$ cat src/rtl/axi_txn_serializer.sv
// Purpose: serializes cluster AXI traffic toward the Renode bridge, one transaction in flight at a time.
// Latency: one registered grant cycle per transaction; zero-cycle pass-through inside each phase.
// Backpressure: only the granted channel passes valid/ready; every other channel sees valid=0/ready=0.

package renode_memory_pkg;

  localparam int unsigned AddrWidth = 32;
  localparam int unsigned DataWidth = 64;
  localparam int unsigned IdWidth   = 4;

  typedef logic [IdWidth-1:0]     id_t;
  typedef logic [AddrWidth-1:0]   addr_t;
  typedef logic [DataWidth-1:0]   data_t;
  typedef logic [DataWidth/8-1:0] strb_t;

  typedef struct packed {
    id_t        id;
    addr_t      addr;
    logic [7:0] len;
    logic [2:0] size;
    logic [1:0] burst;
  } axi_aw_chan_t;

  typedef struct packed {
    data_t data;
    strb_t strb;
    logic  last;
  } axi_w_chan_t;

  typedef struct packed {
    id_t        id;
    logic [1:0] resp;
  } axi_b_chan_t;

  typedef struct packed {
    id_t        id;
    addr_t      addr;
    logic [7:0] len;
    logic [2:0] size;
    logic [1:0] burst;
  } axi_ar_chan_t;

  typedef struct packed {
    id_t        id;
    data_t      data;
    logic [1:0] resp;
    logic       last;
  } axi_r_chan_t;

  typedef struct packed {
    axi_aw_chan_t aw;
    logic         aw_valid;
    axi_w_chan_t  w;
    logic         w_valid;
    logic         b_ready;
    axi_ar_chan_t ar;
    logic         ar_valid;
    logic         r_ready;
  } axi_connection_req_t;

  typedef struct packed {
    logic        aw_ready;
    logic        ar_ready;
    logic        w_ready;
    logic        b_valid;
    axi_b_chan_t b;
    logic        r_valid;
    axi_r_chan_t r;
  } axi_connection_resp_t;

endpackage

module axi_txn_serializer #(
  parameter type         axi_req_t  = renode_memory_pkg::axi_connection_req_t,
  parameter type         axi_resp_t = renode_memory_pkg::axi_connection_resp_t,
  parameter int unsigned CntWidth   = 32
) (
  input  logic                clk_i,
  input  logic                rst_ni,
  input  axi_req_t            slv_req_i,
  output axi_resp_t           slv_resp_o,
  output axi_req_t            mst_req_o,
  input  axi_resp_t           mst_resp_i,
  output logic                busy_o,
  output logic [CntWidth-1:0] num_writes_o,
  output logic [CntWidth-1:0] num_reads_o,
  output logic                proto_err_o
);

  typedef enum logic [2:0] {
    ST_IDLE,
    ST_AW,
    ST_W,
    ST_B,
    ST_AR,
    ST_R
  } state_e;

  state_e              state_q, state_d;
  logic                prio_q, prio_d;        // 0: write wins next tie, 1: read wins
  logic [7:0]          beat_q, beat_d;
  logic [7:0]          len_q, len_d;
  logic                last_beat;
  logic                wr_done, rd_done, err_set;
  logic [CntWidth-1:0] num_writes_q, num_reads_q;
  logic                proto_err_q;

  // The beat counter is compared against the latched burst length for W.last and R completion.
  assign last_beat = (beat_q == len_q);

  // Next-state and channel routing: only the granted channel is connected, everything else is blocked.
  always_comb begin
    state_d    = state_q;
    prio_d     = prio_q;
    beat_d     = beat_q;
    len_d      = len_q;
    mst_req_o  = '0;
    slv_resp_o = '0;
    wr_done    = 1'b0;
    rd_done    = 1'b0;
    err_set    = 1'b0;

    case (state_q)
      ST_IDLE: begin
        // Round-robin only matters on a tie; a lone request is granted directly.
        if (slv_req_i.aw_valid && slv_req_i.ar_valid) begin
          state_d = prio_q ? ST_AR : ST_AW;
          prio_d  = ~prio_q;
        end else if (slv_req_i.aw_valid) begin
          state_d = ST_AW;
        end else if (slv_req_i.ar_valid) begin
          state_d = ST_AR;
        end
      end

      ST_AW: begin
        mst_req_o.aw        = slv_req_i.aw;
        mst_req_o.aw_valid  = slv_req_i.aw_valid;
        slv_resp_o.aw_ready = mst_resp_i.aw_ready;
        if (slv_req_i.aw_valid && mst_resp_i.aw_ready) begin
          len_d   = slv_req_i.aw.len;
          beat_d  = '0;
          state_d = ST_W;
        end
      end

      ST_W: begin
        // W.last toward memory is regenerated from the AW length; the cluster's flag is only audited.
        mst_req_o.w        = slv_req_i.w;
        mst_req_o.w.last   = last_beat;
        mst_req_o.w_valid  = slv_req_i.w_valid;
        slv_resp_o.w_ready = mst_resp_i.w_ready;
        if (slv_req_i.w_valid && mst_resp_i.w_ready) begin
          err_set = (slv_req_i.w.last != last_beat);
          if (last_beat) begin
            state_d = ST_B;
          end else begin
            beat_d = beat_q + 8'd1;
          end
        end
      end

      ST_B: begin
        slv_resp_o.b       = mst_resp_i.b;
        slv_resp_o.b_valid = mst_resp_i.b_valid;
        mst_req_o.b_ready  = slv_req_i.b_ready;
        if (mst_resp_i.b_valid && slv_req_i.b_ready) begin
          wr_done = 1'b1;
          state_d = ST_IDLE;
        end
      end

      ST_AR: begin
        mst_req_o.ar        = slv_req_i.ar;
        mst_req_o.ar_valid  = slv_req_i.ar_valid;
        slv_resp_o.ar_ready = mst_resp_i.ar_ready;
        if (slv_req_i.ar_valid && mst_resp_i.ar_ready) begin
          len_d   = slv_req_i.ar.len;
          beat_d  = '0;
          state_d = ST_R;
        end
      end

      ST_R: begin
        // A burst ends on the memory's last flag or on the counted length, whichever comes first.
        slv_resp_o.r       = mst_resp_i.r;
        slv_resp_o.r_valid = mst_resp_i.r_valid;
        mst_req_o.r_ready  = slv_req_i.r_ready;
        if (mst_resp_i.r_valid && slv_req_i.r_ready) begin
          if (mst_resp_i.r.last || last_beat) begin
            rd_done = 1'b1;
            state_d = ST_IDLE;
          end else begin
            beat_d = beat_q + 8'd1;
          end
        end
      end

      default: begin
        state_d = ST_IDLE;
      end
    endcase
  end

  // Grant state, arbitration priority and burst bookkeeping.
  always_ff @(posedge clk_i or negedge rst_ni) begin
    if (!rst_ni) begin
      state_q <= ST_IDLE;
      prio_q  <= 1'b0;
      beat_q  <= '0;
      len_q   <= '0;
    end else begin
      state_q <= state_d;
      prio_q  <= prio_d;
      beat_q  <= beat_d;
      len_q   <= len_d;
    end
  end

  // Completed-write counter, held at all-ones once full.
  always_ff @(posedge clk_i or negedge rst_ni) begin
    if (!rst_ni) begin
      num_writes_q <= '0;
    end else if (wr_done && (num_writes_q != '1)) begin
      num_writes_q <= num_writes_q + CntWidth'(1);
    end
  end

  // Completed-read counter, held at all-ones once full.
  always_ff @(posedge clk_i or negedge rst_ni) begin
    if (!rst_ni) begin
      num_reads_q <= '0;
    end else if (rd_done && (num_reads_q != '1)) begin
      num_reads_q <= num_reads_q + CntWidth'(1);
    end
  end

  // Sticky W.last disagreement flag; only reset clears it.
  always_ff @(posedge clk_i or negedge rst_ni) begin
    if (!rst_ni) begin
      proto_err_q <= 1'b0;
    end else if (err_set) begin
      proto_err_q <= 1'b1;
    end
  end

  assign busy_o       = (state_q != ST_IDLE);
  assign num_writes_o = num_writes_q;
  assign num_reads_o  = num_reads_q;
  assign proto_err_o  = proto_err_q;

endmodule

$ cat config.mk
export PLATFORM = sky130hd
export DESIGN_NAME = axi_txn_serializer
export DESIGN_NICKNAME = d
export VERILOG_FILES = /design/src/rtl/axi_txn_serializer.sv
export SDC_FILE = /design/constraint.sdc
export NUM_CORES = 1
export LEC_CHECK = 0
export CORE_AREA = 2 2 229 231
export DETAILED_ROUTE_END_ITERATION = 7
export DIE_AREA = 0 0 231 233
export HOLD_SLACK_MARGIN = 0.12
export MAX_ROUTING_LAYER = met4
export PLACE_DENSITY_LB_ADDON = 0.15
export SKIP_LAST_GASP = 1
export SLEW_MARGIN = 20
export SYNTH_ARGS = -nofsm -noshare
export SYNTH_HDL_FRONTEND = slang
export SYNTH_SLANG_ARGS = --single-unit
$ cat constraint.sdc
create_clock -name clk_i -period 2.8 [get_ports clk_i]
set_input_delay 0.28 -clock clk_i [delete_from_list [all_inputs] [get_ports clk_i]]
set_output_delay 0.28 -clock clk_i [all_outputs]
set_load 0.01 [all_outputs]
==> results.txt, run 1 <==
Status: complete, no violations
DRT Pass-1 Iters: 4
Root Buffer: clkbuf_16
Seq/Total Area, Yosys: 0.360
Total GRT Usage: 0.167
Worst path buffer plus inverter count: 3
RePlAce Congestion: 0.847
Final hold vios: 0
Pwr/cell area: 563 nW/um^2
Crit path cell chain: buf_4 > nor2_2 > buf_12 > and3_1 > clkdlybuf4s50_1
Tmin final: 2.75 ns
Hold Path Class: flip-flop to flip-flop
Starting Density: 0.116
First-pass GRT wire length: 61000 um
Post-Synth Simple-Gate Area: 0.430
Clock power share: 0.170
Period utilization: 0.983
TNS Setup: 0 ns
Reg clk slew, reported paths: 0.07 ns
Die X: 231 um
Post-DR wirelength/cell: 22.9 um
Syn Inst Count: 714
Gr ovfl total: 0
Combinational group share of total power: 0.625
Dpl cell area: 12600 um^2
DRC: 0
Yosys cell types: 41
Avg Inst Size Synth: 8.27 um^2
Post-synthesis compound-gate area fraction: 0.0572
Worst skew pair latency: 0.36 ns
Placed Cells: 1947
Switching Share: 0.404
Die ar.: 53800 um^2
DR iter-0 viols: 330
R2R depth: 7
PnR Total Power: 7.32 mW
Layout cells sized above 1: 0.0398
Final setup fails: 0
Flop pwr share: 0.205
Critical path launch point type: flip-flop
P_int: 4.36 mW
Reg2Reg Launch Point: beat_q[3]
P_sw: 2.96 mW
Ports: 584
Largest net degree at the start of global routing: 76
Clock Skew: 0.0150 ns
Largest family of logic cells by synthesized area: simple AND/OR/NAND/NOR gates
Post-Synth XOR/XNOR Area: 0.105
Core Area: 51100 um^2
Initial antenna violation count: 36
Port Buffers: 583
Net Count, Synth: 977
Antenna Violating Nets Remaining: 0
Async SR Flop Fraction: 1.00
Max incr delay on CP: 0.80 ns
CTS max path bufs: 2
Post-synthesis mux area share: 0.00382
Worst vdd ir: 0.253 mV
Vias in the first global route: 7480
Worst Min Path Start: prio_q
Delay-heaviest family, CP: buffers and inverters
Crit path DAT: 2.47 ns
HPWL Detailed: 39600 um
CTS tree: yes
Std-Cell Rows: 83
Vias post-DR: 7465
Slew @ Worst Pin: 0.906 ns
NumNets Final: 1542
Area delta synth->final: 120%
Unrepaired setup endpoints after global routing: true
Slew margin rel.: 0.396
Register-to-register setup slack: 0.32 ns
H-tree levels: 3
Top_reg_cell synth: dfrtp_1
Synth warnings: 0
Slowest-stage cell, CP: clkdlybuf4s50_1
Cell Count, Final, Fillers Out: 1990
Final WL: 45600 um
#FFs+latches synth: 85
Hold Path Stages: 1
Finished Core Util: 0.254
Mapped cell area: 5900 um^2
Die Y: 233 um
Max-slew violations: 0
R2r endpoint: num_reads_o[1]
Max-Cap Viols: 0
CP required: 2.52 ns
Design Area, Final: 13000 um^2
Beginning of the critical path: state_q[1]
Clk sinks: 85
Post-Synth Adder-Cell Area: 0.00636
Worst Path Max Fanout: 52
# fillers: 5624
Fmax: 0.363 GHz
CP endpoint kind: output pin
CTS buffer count: 9
Vias/cell: 3.75
Leak: 5.41 nW
Hold endpoint: prio_q
EDFF count, synth: 0
CP Class: flip-flop to output pin
[flip-flops by register name, indices dropped and copies added (netlist names)]
name,count
num_reads_o,32
state_q,3
prio_q,1
beat_q,8
num_writes_o,32
proto_err_o,1
len_q,8
[cells in the mapped netlist, types with 2 or more instances]
cell | instances | area, um^2
and3_1 | 145 | 907
and2_1 | 134 | 838
dfrtp_1 | 85 | 2130
clkbuf_1 | 46 | 173
nor2_1 | 46 | 173
nand2_1 | 42 | 158
xnor2_1 | 42 | 368
xor2_1 | 29 | 254
nand3_1 | 24 | 120
a21oi_1 | 23 | 115
nand4_1 | 16 | 100
o21ai_0 | 16 | 80.1
and4_1 | 10 | 87.6
inv_1 | 7 | 26.3
nand2b_1 | 6 | 37.5
nor3_1 | 5 | 25.0
a31oi_1 | 3 | 18.8
ha_1 | 3 | 37.5
nor4_1 | 3 | 18.8
o31ai_1 | 3 | 22.5
mux2_2 | 2 | 22.5
nand3b_1 | 2 | 15.0
nor2b_1 | 2 | 12.5
or2_2 | 2 | 12.5
or3_1 | 2 | 12.5
[logic make-up (layout without fill, tap and decap cells)]
group                    after synthesis  count (layout)
adder cells (fa/ha/maj)                3               3
flip-flops                            85              85
other                                  0              27
buffers and inverters                 56             625
AO/OA/AOI/OAI                         56              56
AND/OR/NAND/NOR                      441             441
multiplexers                           2               2
XOR/XNOR                              71              71
[how the worst max path moves through the flow]
stage                            to  slack, ns  depth (start not counted)
global route         slv_resp_o[81]     -0.004                          5
CTS                  slv_resp_o[81]       0.06                          5
global placement     num_reads_o[1]       0.24                          7
detailed placement   num_reads_o[1]       0.23                          7
finish               slv_resp_o[81]       0.05                          5
floorplan           num_reads_o[31]       0.62                          9
[layer usage]
layer | global-route usage | vias to the layer above | wire length [um]
met3 | 0.0850 | 31 | 5660
met2 | 0.251 | 309 | 20500
met4 | 0.0433 | 0 | 958
li1 | - | 3601 | -
met5 | - | - | 0
met1 | 0.196 | 3524 | 18500
[worst reg2reg max path: stages (launching register included)]
cell and delay, ns:
dfrtp_1 0.42, xor2_1 0.18, nor4_1 0.36, nand2_2 0.21, a211o_1 0.46, a21oi_2 0.14
buf_4 0.23, mux2_2 0.35
[repair_timing]
item / in CTS / in global routing
resized for setup: 0 / 3
setup buffers: 0 / 0
hold buffers: 1 / 0
hold endpoints to repair: 61 / 0
setup endpoints to repair: 0 / 3
[power by group through the flow]
stage / registers (mW) / logic [mW] / clock network, mW
floorplan: 1.50 / 1.86 / 0
global placement: 1.52 / 4.65 / 0
detailed placement: 1.52 / 4.63 / 0
CTS: 1.50 / 4.65 / 1.30
global route: 1.52 / 4.91 / 1.35
finish: 1.50 / 4.57 / 1.25
[through the flow]
| step | worst slack [ns] | hold slack (ns) |
|---|---|---|
| after global routing | -0.00402 | 0.514 |
| after global placement | 0.243 | 0.460 |
| after floorplan | 0.621 | -0.0156 |
| after detailed placement | 0.227 | 0.457 |
| final | 0.0475 | 0.476 |
| after CTS | 0.0623 | 0.474 |
[cell type report]
class | instances | area [um^2] | share of cell area
Clock buffer | 10 | 239 | 0.0184
Inverter | 7 | 26.3 | 0.00202
Antenna cell | 27 | 67.6 | 0.00520
Tap cell | 680 | 851 | 0.0655
Clock inverter | 5 | 60.1 | 0.00462
Timing Repair Buffer | 603 | 6040 | 0.465
Multi-Input combinational cell | 573 | 3590 | 0.276
Sequential cell | 85 | 2130 | 0.164
[layout by cell type (no fill, tap or decap), types with 5 or more instances in the layout]
master | Yosys | final
buf_4 | 0 | 15
and4_1 | 10 | 10
xnor2_1 | 42 | 42
clkdlybuf4s50_1 | 0 | 582
nand3_1 | 24 | 24
dfrtp_1 | 85 | 84
nor2_1 | 46 | 42
nand2_1 | 42 | 41
xor2_1 | 29 | 29
inv_1 | 7 | 7
and3_1 | 145 | 145
o21ai_0 | 16 | 16
nand2b_1 | 6 | 6
and2_1 | 134 | 134
nor3_1 | 5 | 5
clkbuf_16 | 0 | 9
a21oi_1 | 23 | 23
nand4_1 | 16 | 16
diode_2 | 0 | 27
Power figures use the tool's default switching activity.
==> run 2, diff against run 1 <==
--- a/config.mk
+++ b/config.mk
@@ -8,9 +8,11 @@
 export CORE_AREA = 2 2 229 231
 export DETAILED_ROUTE_END_ITERATION = 7
 export DIE_AREA = 0 0 231 233
+export GPL_ROUTABILITY_DRIVEN = 0
 export HOLD_SLACK_MARGIN = 0.12
 export MAX_ROUTING_LAYER = met4
 export PLACE_DENSITY_LB_ADDON = 0.15
+export SETUP_SLACK_MARGIN = 0.5
 export SKIP_LAST_GASP = 1
 export SLEW_MARGIN = 20
 export SYNTH_ARGS = -nofsm -noshare
==> run 2 against run 1 <==
Via count is 4.1% higher. Hold slack hardly changed. Cell count rose by 2.1%. Largest cell class unchanged.
==> results.txt, run 2 (synthesis gave the netlist of run 1 again) <==
Status: complete, no violations
Switching Share: 0.412 (+0.00835)
Clock power share: 0.155 (-0.015)
Clk sinks: 85 (unchanged)
Worst Path Max Fanout: 13 (-75%)
Final setup fails: 0 (unchanged)
Reg clk slew, reported paths: 0.08 ns (about the same)
Largest net degree at the start of global routing: 65 (-14%)
Gr ovfl total: 0 (unchanged)
Flop pwr share: 0.184 (-0.021)
P_int: 4.77 mW (+9.5%)
Total GRT Usage: 0.174 (+0.00726)
Post-DR wirelength/cell: 23.8 um (+3.8%)
Worst skew pair latency: 0.36 ns (about the same)
Critical path launch point type: flip-flop
Cell mode on critical path: buf_4
Tmin final: 2.33 ns (-0.420 ns)
Design Area, Final: 13600 um^2 (+4.8%)
P_sw: 3.35 mW (+13%)
CP endpoint kind: output pin
H-tree levels: 3 (unchanged)
Hold Path Class: flip-flop to flip-flop
Dpl cell area: 12600 um^2 (unchanged)
HPWL Detailed: 39600 um (unchanged)
CP Class: flip-flop to output pin
Fmax: 0.429 GHz (+18%)
Final setup margin: 0.468 ns (+0.420 ns)
Vias/cell: 3.83 (+2.0%)
Crit path cell chain: buf_4 > buf_4 > nor2_4 > buf_4 > buf_12 > and2_1 > dlygate4sd2_1
Slowest-stage cell, CP: dfrtp_1
CTS max path bufs: 2 (unchanged)
Setup WS pre-CTS: 0.227 ns (unchanged)
Die Y: 233 um (unchanged)
Crit path DAT: 2.05 ns (-0.42 ns)
Final WL: 48300 um (+6.0%)
Std-Cell Rows: 83 (unchanged)
# fillers: 5639 (+0.27%)
Core Area: 51100 um^2 (unchanged)
Clock Skew: 0.0165 ns (+0.00146 ns)
Slew @ Worst Pin: 0.908 ns (+0.00129 ns)
Worst vdd ir: 0.265 mV (+4.7%)
TNS Setup: 0 ns (unchanged)
First-pass GRT wire length: 63500 um (+4.1%)
Vias post-DR: 7774 (+4.1%)
Root Buffer: clkbuf_16
Final hold vios: 0 (unchanged)
Slew margin rel.: 0.395 (-0.000862)
Max-Cap Viols: 0 (unchanged)
Leak: 7.58 nW (+40%)
Area delta synth->final: 131%
DRT Pass-1 Iters: 5 (+1)
Layout cells sized above 1: 0.102 (+0.0619)
Starting Density: 0.116 (unchanged)
Port Buffers: 583 (unchanged)
Leading cell type in the layout, fill and taps excluded: clkdlybuf4s50_1
Antenna Violating Nets Remaining: 0 (unchanged)
DR iter-0 viols: 312 (-5.5%)
Die X: 231 um (unchanged)
Pwr/cell area: 596 nW/um^2 (+5.9%)
CP required: 2.52 ns (about the same)
Unrepaired setup endpoints after global routing: true
Combinational group share of total power: 0.661 (+0.036)
CTS tree: yes
Die ar.: 53800 um^2 (unchanged)
Period utilization: 0.833 (-0.150)
Vias in the first global route: 7709 (+3.1%)
Max incr delay on CP: 0.41 ns (-0.39 ns)
DRC: 0 (unchanged)
Initial antenna violation count: 36 (unchanged)
Max-slew violations: 0 (unchanged)
Ports: 584 (unchanged)
Commonest cells after routing, fill and taps aside: clkdlybuf4s50_1, dlygate4sd2_1, and3_1
CTS buffer count: 9 (unchanged)
NumNets Final: 1587 (+2.9%)
## run 2: cell count changes in the layout (fill, tap and decap cells not counted), moves of 6 or more
cell	before	now
buf_2	0	9
buf_6	1	7
nor2_1	42	36
dlymetal6s2s_1	0	66
buf_4	15	39
dlygate4sd2_1	0	147
clkbuf_2	0	9
clkdlybuf4s50_1	582	326
clkdlybuf4s15_1	0	23
## run 2: power by group through the flow
stage	clock, mW	sequential [mW]	combinational [mW]
after detailed placement	0	1.52	4.63
after floorplan	0	1.50	1.86
after global routing	1.35	1.52	5.72
after global placement	0	1.52	4.65
final	1.26	1.49	5.37
after CTS	1.30	1.50	5.12
## run 2: final timing paths
| check | start | end | slack, ns | cells past startpoint |
|---|---|---|---|---|
| worst max-delay path | state_q[0] | mst_req_o[24] | 0.47 | 7 |
| worst min register to register | prio_q | prio_q | 0.48 | 1 |
| max in group asynchronous | rst_ni | num_reads_o[31] | 1.41 | 3 |
| worst max register to register | num_writes_o[4] | num_writes_o[1] | 0.53 | 6 |
| worst min-delay path | prio_q | prio_q | 0.48 | 1 |
| min in group asynchronous | rst_ni | num_writes_o[15] | 0.60 | 2 |
## run 2: layout make-up
type	count	area, um^2	area share
clock buffers	10	239	0.0175
well taps	680	851	0.0624
flip-flops and latches	85	2130	0.156
diodes	24	60.1	0.00441
repair buffers	648	6550	0.481
clock inverters	5	60.1	0.00441
multi-input cells	573	3710	0.272
inverters	7	26.3	0.00193
## run 2: what timing repair did
item | in CTS | in global routing
endpoints found under the hold margin | 61 | 0
pin swaps | 6 | 16
setup buffers | 11 | 20
gates resized for setup | 255 | 136
setup endpoints to repair | 299 | 194
hold buffers | 1 | 0
cloned | 8 | 6
## run 2: worst max-delay path, delay by kind of cell, from the launching register on
family                 cells  cell delay, ns
flip-flops                 1            0.41
AND/OR/NAND/NOR            2            0.39
buffers and inverters      5            0.88
## run 2: routing by layer
| layer | vias to the layer above | global-route usage | share of wire |
|---|---|---|---|
| met5 | - | - | 0 |
| met4 | 0 | 0.0417 | 0.018 |
| met3 | 35 | 0.0827 | 0.11 |
| met2 | 330 | 0.268 | 0.46 |
| met1 | 3709 | 0.205 | 0.41 |
| li1 | 3700 | - | - |
## run 2: through the flow
step	utilization	cells	total power [mW]	hold WS, ns
global placement	0.247	1947	6.16	0.460
CTS	0.256	1982	7.92	0.474
global route	0.266	2024	8.59	0.514
floorplan	-	714	3.35	-0.0156
detailed placement	0.247	1947	6.14	0.457
finish	0.267	2032	8.12	0.476
